## src/rtl/dataflow_shiftreg_fifo_if.sv

```systemverilog
// Handshake bundle for dataflow_shiftreg_fifo: producer write side, consumer read side and status.
// if_err exists only when DATAFLOW_FIFO_ERR_EN is defined.
interface dataflow_shiftreg_fifo_if #(
    parameter int DATA_WIDTH = 1,
    parameter int ADDR_WIDTH = 1
);
    logic [DATA_WIDTH-1:0] if_din;
    logic                  if_write;
    logic                  if_write_ce;
    logic                  if_full_n;
    logic                  if_almost_full_n;
    logic [DATA_WIDTH-1:0] if_dout;
    logic                  if_read;
    logic                  if_read_ce;
    logic                  if_empty_n;
    logic [ADDR_WIDTH:0]   if_num_data_valid;
`ifdef DATAFLOW_FIFO_ERR_EN
    logic [1:0]            if_err;
`endif

    modport master (
        output if_din, if_write, if_write_ce, if_read, if_read_ce,
`ifdef DATAFLOW_FIFO_ERR_EN
        input  if_err,
`endif
        input  if_full_n, if_almost_full_n, if_dout, if_empty_n, if_num_data_valid
    );

    modport slave (
        input  if_din, if_write, if_write_ce, if_read, if_read_ce,
`ifdef DATAFLOW_FIFO_ERR_EN
        output if_err,
`endif
        output if_full_n, if_almost_full_n, if_dout, if_empty_n, if_num_data_valid
    );
endinterface

```

## src/rtl/dataflow_shiftreg_fifo.sv

```systemverilog
// Shift-register FIFO with first-word fall-through, registered count and almost-full flag.
// Define DATAFLOW_FIFO_ERR_EN to add sticky overflow/underflow flags on if_err.
module dataflow_shiftreg_fifo #(
    parameter int DATA_WIDTH = 1,
    parameter int ADDR_WIDTH = 1,
    parameter int DEPTH      = 2,
    parameter int AF_THRESH  = 1
) (
    input  logic                   clk,
    input  logic                   reset,
    dataflow_shiftreg_fifo_if.slave fifo_if
);

    localparam logic [ADDR_WIDTH:0] CNT_ONE   = (ADDR_WIDTH+1)'(1);
    localparam logic [ADDR_WIDTH:0] CNT_DEPTH = (ADDR_WIDTH+1)'(DEPTH);
    localparam logic [ADDR_WIDTH:0] CNT_AF    = (ADDR_WIDTH+1)'(AF_THRESH);

    logic [DATA_WIDTH-1:0] sreg [DEPTH];
    logic [ADDR_WIDTH:0]   count;
    logic [ADDR_WIDTH:0]   next_count;
    logic [ADDR_WIDTH-1:0] rd_addr;
    logic                  wr_acc;
    logic                  rd_acc;
    logic                  empty_n_q;
    logic                  full_n_q;
    logic                  almost_full_n_q;

    assign wr_acc = fifo_if.if_write & fifo_if.if_write_ce & full_n_q;
    assign rd_acc = fifo_if.if_read  & fifo_if.if_read_ce  & empty_n_q;

    always_comb begin
        next_count = count;
        case ({wr_acc, rd_acc})
            2'b10:   next_count = count + CNT_ONE;
            2'b01:   next_count = count - CNT_ONE;
            default: next_count = count;
        endcase
    end

    // Storage is deliberately unreset; count gates what is visible.
    always_ff @(posedge clk) begin
        if (wr_acc) begin
            for (int i = DEPTH - 1; i > 0; i--) begin
                sreg[i] <= sreg[i-1];
            end
            sreg[0] <= fifo_if.if_din;
        end
    end

    always_ff @(posedge clk or negedge reset) begin
        if (!reset) begin
            count           <= '0;
            empty_n_q       <= 1'b0;
            full_n_q        <= 1'b1;
            almost_full_n_q <= 1'b1;
        end else begin
            count           <= next_count;
            empty_n_q       <= (next_count != '0);
            full_n_q        <= (next_count != CNT_DEPTH);
            almost_full_n_q <= (next_count < CNT_AF);
        end
    end

    // Oldest entry sits at count-1; a simultaneous shift keeps that index pointing at the new head.
    assign rd_addr = (count == '0) ? '0 : ADDR_WIDTH'(count - CNT_ONE);

    assign fifo_if.if_dout           = sreg[rd_addr];
    assign fifo_if.if_empty_n        = empty_n_q;
    assign fifo_if.if_full_n         = full_n_q;
    assign fifo_if.if_almost_full_n  = almost_full_n_q;
    assign fifo_if.if_num_data_valid = count;

`ifdef DATAFLOW_FIFO_ERR_EN
    logic [1:0] err_q;

    always_ff @(posedge clk or negedge reset) begin
        if (!reset) begin
            err_q <= 2'b00;
        end else begin
            if (fifo_if.if_write & fifo_if.if_write_ce & !full_n_q) err_q[0] <= 1'b1;
            if (fifo_if.if_read  & fifo_if.if_read_ce  & !empty_n_q) err_q[1] <= 1'b1;
        end
    end

    assign fifo_if.if_err = err_q;
`endif

endmodule
```

## src/flat_wrapper.sv

```systemverilog
// flat-port wrapper written by rule: the top's interface ports become plain ports
module dataflow_shiftreg_fifo_flat 
#(
    parameter int DATA_WIDTH = 1,
    parameter int ADDR_WIDTH = 1,
    parameter int DEPTH      = 2,
    parameter int AF_THRESH  = 1
)
  (clk, reset, fifo_if_if_din, fifo_if_if_write, fifo_if_if_write_ce, fifo_if_if_read, fifo_if_if_read_ce, fifo_if_if_full_n, fifo_if_if_almost_full_n, fifo_if_if_dout, fifo_if_if_empty_n, fifo_if_if_num_data_valid);
  dataflow_shiftreg_fifo_if #(.DATA_WIDTH(DATA_WIDTH), .ADDR_WIDTH(ADDR_WIDTH)) fifo_if_i ();
  input  logic clk;
  input  logic reset;
  input wire logic [$bits(fifo_if_i.if_din)-1:0] fifo_if_if_din;
  input wire logic [$bits(fifo_if_i.if_write)-1:0] fifo_if_if_write;
  input wire logic [$bits(fifo_if_i.if_write_ce)-1:0] fifo_if_if_write_ce;
  input wire logic [$bits(fifo_if_i.if_read)-1:0] fifo_if_if_read;
  input wire logic [$bits(fifo_if_i.if_read_ce)-1:0] fifo_if_if_read_ce;
  output wire logic [$bits(fifo_if_i.if_full_n)-1:0] fifo_if_if_full_n;
  output wire logic [$bits(fifo_if_i.if_almost_full_n)-1:0] fifo_if_if_almost_full_n;
  output wire logic [$bits(fifo_if_i.if_dout)-1:0] fifo_if_if_dout;
  output wire logic [$bits(fifo_if_i.if_empty_n)-1:0] fifo_if_if_empty_n;
  output wire logic [$bits(fifo_if_i.if_num_data_valid)-1:0] fifo_if_if_num_data_valid;
  assign fifo_if_i.if_din = fifo_if_if_din;
  assign fifo_if_i.if_write = fifo_if_if_write;
  assign fifo_if_i.if_write_ce = fifo_if_if_write_ce;
  assign fifo_if_i.if_read = fifo_if_if_read;
  assign fifo_if_i.if_read_ce = fifo_if_if_read_ce;
  assign fifo_if_if_full_n = fifo_if_i.if_full_n;
  assign fifo_if_if_almost_full_n = fifo_if_i.if_almost_full_n;
  assign fifo_if_if_dout = fifo_if_i.if_dout;
  assign fifo_if_if_empty_n = fifo_if_i.if_empty_n;
  assign fifo_if_if_num_data_valid = fifo_if_i.if_num_data_valid;
  dataflow_shiftreg_fifo #(.DATA_WIDTH(DATA_WIDTH), .ADDR_WIDTH(ADDR_WIDTH), .DEPTH(DEPTH), .AF_THRESH(AF_THRESH)) u_core (.clk(clk), .reset(reset), .fifo_if(fifo_if_i));
endmodule
```

## config.mk

```make
export PLATFORM = sky130hd
export DESIGN_NAME = dataflow_shiftreg_fifo_flat
export DESIGN_NICKNAME = d
export VERILOG_FILES = /design/src/rtl/dataflow_shiftreg_fifo_if.sv /design/src/rtl/dataflow_shiftreg_fifo.sv /design/src/flat_wrapper.sv
export SDC_FILE = /design/constraint.sdc
export NUM_CORES = 1
export LEC_CHECK = 0
export BUFFER_PORTS_ARGS = -buffer_cell sky130_fd_sc_hd__buf_2
export CORE_MARGIN = 2
export CORE_UTILIZATION = 25
export CTS_CLUSTER_DIAMETER = 80
export DETAILED_ROUTE_END_ITERATION = 8
export GPL_TIMING_DRIVEN = 0
export PLACE_DENSITY = 0.49
export SETUP_SLACK_MARGIN = 0.4
export SYNTH_ARGS = -nofsm -noshare
export SYNTH_HDL_FRONTEND = slang
export SYNTH_SLANG_ARGS = --single-unit
```

## constraint.sdc

```tcl
create_clock -name clk -period 2.15 [get_ports clk]
set_input_delay 0.1075 -clock clk [delete_from_list [all_inputs] [get_ports clk]]
set_output_delay 0.1075 -clock clk [all_outputs]
set_load 0.01 [all_outputs]
```

==> run summary <==
mapped cell area -> 359 µm²
GRT overflow -> 0
initial antenna violation count -> 0
syn_nets -> 39
CTS root buf -> clkbuf_4
endpoints failing setup -> 0
worst vdd rail ir drop -> 0.000441 V
FF+latch area -> 188 µm²
Slowest cell on crit path -> dfstp_2
Yosys reg bits -> 7
ANT cells -> 0
dominant synthesized flop cell -> dfrtp_1
row count -> 13
reg2reg start -> u_core.fifo_if.if_full_n
Tightest Pin Transition -> 0.214 ns
top-area cell type share of the netlist area -> 20.9%
cell internal pwr -> 0.395 mW
GRT Util Overall -> 9.09%
Worst setup EP type -> flop
static leakage -> 0.247 nW
core area -> 1320 µm²
cell with the most instances after synthesis -> inv_1
drt initial violations -> 0
Final #Nets -> 57
slowest stage delay, CP -> 0.52 ns
CTS Buffer Depth -> 2
Post-synth EDFFs -> 2
Worst-path clk slew -> 0.05 ns
fin cells -> 61
crit-path cells -> nand3_1, ha_1, or3b_1, o211a_1
Reg2Reg Depth -> 4
multi-input gate area in the final layout -> 156 µm²
WL per Instance -> 11.4 µm
Clock Power Share -> 19.5%
Final Max Slew Viols -> 0
setup slack, reg-to-reg -> 0.51 ns
CTS Sinks -> 7
Setup TNS Final -> 0 ns
worst min-delay path class -> in -> reg
global-route wire length before repair -> 1170 µm
reg2reg end -> u_core.fifo_if.if_empty_n
vias in the first global route -> 306
Reg power frac -> 39.2%
# resized after CTS -> 0
post-layout min period -> 1.64 ns
CP startpoint -> u_core.fifo_if.if_full_n
initial core utilization -> 27.3%
Power Density -> 1260 nW/µm²
Syn-to-layout area delta -> 32.1%
Final period util -> 76.5%
total count of hold-check failures in the final report -> 0
Slew headroom -> 85.7%
status -> finished clean
fill count -> 137
Pre-antenna DRT Iters -> 1
clock skew -> 0.00209 ns
CP max FO -> 7
routed vias -> 275
synth top area cells -> dfrtp_1 (21%), edfxtp_1 (17%), dfstp_2 (15%)
Die Ht -> 41.9 µm
synth warn -> 0
# DRC -> 0
Comb pwr share -> 41.2%
Seq/Total Area, Yosys -> 52.3%
placed cell count -> 56
NetSw -> 0.201 mW
WP data required -> 2.28 ns
Die Area -> 1760 µm²
unrepaired setup endpoints after global routing -> no
WL final -> 696 µm
Avg Inst Size Synth -> 12.4 µm²
Post-synth ARST share -> 71.4%
Die Width -> 41.9 µm
Peak Freq -> 608 MHz
Setup CP Type -> reg -> reg
Post-synth top cells -> inv_1 (4), dfrtp_1 (3), ha_1 (3)
Worst Path Arrival -> 1.77 ns
Cell variety after synth -> 19
largest net degree at the start of global routing -> 9
TritonCTS Buffers -> 3
Max-cap violations -> 0
CTS tree -> built
number of I/O port buffers -> 12
share of layout cells above drive strength 1 -> 43.5%
total number of H-tree levels -> 1
CP endpoint -> u_core.fifo_if.if_empty_n
cell taking the most area after synthesis -> dfrtp_1
Synth Instances -> 29
vias per cell -> 4.51
Ports -> 13
Sw Ratio -> 33.7%
startpoint types -> flop
RD Place Congestion -> 0.783
final antenna-violating net count -> 0
clk_lat worst skew -> 0.24 ns
[state kept, by name, summed over array words and instances, names as in the netlist]
register and flops:
u_core.fifo_if.if_num_data_valid 2, u_core.fifo_if.if_empty_n 1, u_core.fifo_if.if_almost_full_n 1, u_core.sreg 2, u_core.fifo_if.if_full_n 1
[placed cells by master (no fill, tap or decap), drive strengths merged, types with 2 or more instances in the layout]
master	count
dfrtp	3
mux2	3
buf	12
clkbuf	4
ha	3
dfstp	2
edfxtp	2
inv	4
[cells by family (layout without fill, tap and decap cells)]
logic type / count (synthesis) / in the layout / synth area share [%]
buffers and inverters: 4 / 21 / 4.18
adders and majority gates: 3 / 3 / 10.5
DFF: 7 / 7 / 52.3
muxes: 3 / 3 / 10.5
AOI/OAI and AO/OA: 5 / 5 / 10.1
and+or+nand+nor: 7 / 7 / 12.5
[stage by stage]
stage	hold WS [ns]	total power, mW	area (µm²)	utilization [%]	setup WS (ns)
final	0.0410	0.596	474	36.0	0.506
after detailed placement	-0.0710	0.486	438	33.2	0.511
after CTS	0.0363	0.606	474	36.0	0.504
after floorplan	-0.188	0.397	359	-	0.564
after global placement	-0.0749	0.477	438	33.2	0.538
after global routing	0.0190	0.644	474	36.0	0.424
[metal layers]
| layer | wire length, µm | GRT usage (%) | vias to the layer above |
|---|---|---|---|
| li1 | - | - | 141 |
| met1 | 279 | 8.51 | 129 |
| met2 | 383 | 15.6 | 5 |
| met3 | 33 | 4.35 | 0 |
| met4 | 0 | 5.81 | 0 |
| met5 | 0 | 0 | - |
[power by group through the flow]
stage	Clock (mW)	Sequential, mW	Combinational [mW]
after global placement	0	0.234	0.242
final	0.116	0.234	0.246
after detailed placement	0	0.237	0.248
after CTS	0.121	0.235	0.250
after floorplan	0	0.252	0.145
after global routing	0.136	0.239	0.268
[final cells by class]
type	count	share of cell area (%)
multi-input cells	18	33.0
clock buffers	4	5.54
well taps	15	3.96
repair buffers	13	14.8
flip-flops and latches	7	39.6
inverters	4	3.17
[critical path: cells and delay by family (launching register included)]
kind | cells | cell delay (ns)
and+or+nand+nor | 2 | 0.49
DFF | 1 | 0.52
AOI/OAI and AO/OA | 1 | 0.14
adders and majority gates | 1 | 0.39
[how the worst min path moves through the flow]
stage	start	end	slack, ns	cells past startpoint
6_report	fifo_if_if_din	u_core.sreg[0]	0.04	1
5_1_grt	fifo_if_if_din	u_core.sreg[0]	0.02	1
4_1_cts	fifo_if_if_din	u_core.sreg[0]	0.04	1
3_5_place_dp	reset	u_core.fifo_if.if_num_data_valid[0]	-0.07	1
3_3_place_gp	reset	u_core.fifo_if.if_num_data_valid[0]	-0.07	1
2_1_floorplan	reset	u_core.fifo_if.if_empty_n	-0.19	0
[what timing repair did]
action / 4_1_cts / 5_1_grt
setup buffers: 0 / 0
hold buffers: 1 / 0
endpoints found under the setup margin: 0 / 0
endpoints found under the hold margin: 5 / 0
No activity file was read; power rests on OpenSTA's default activity.
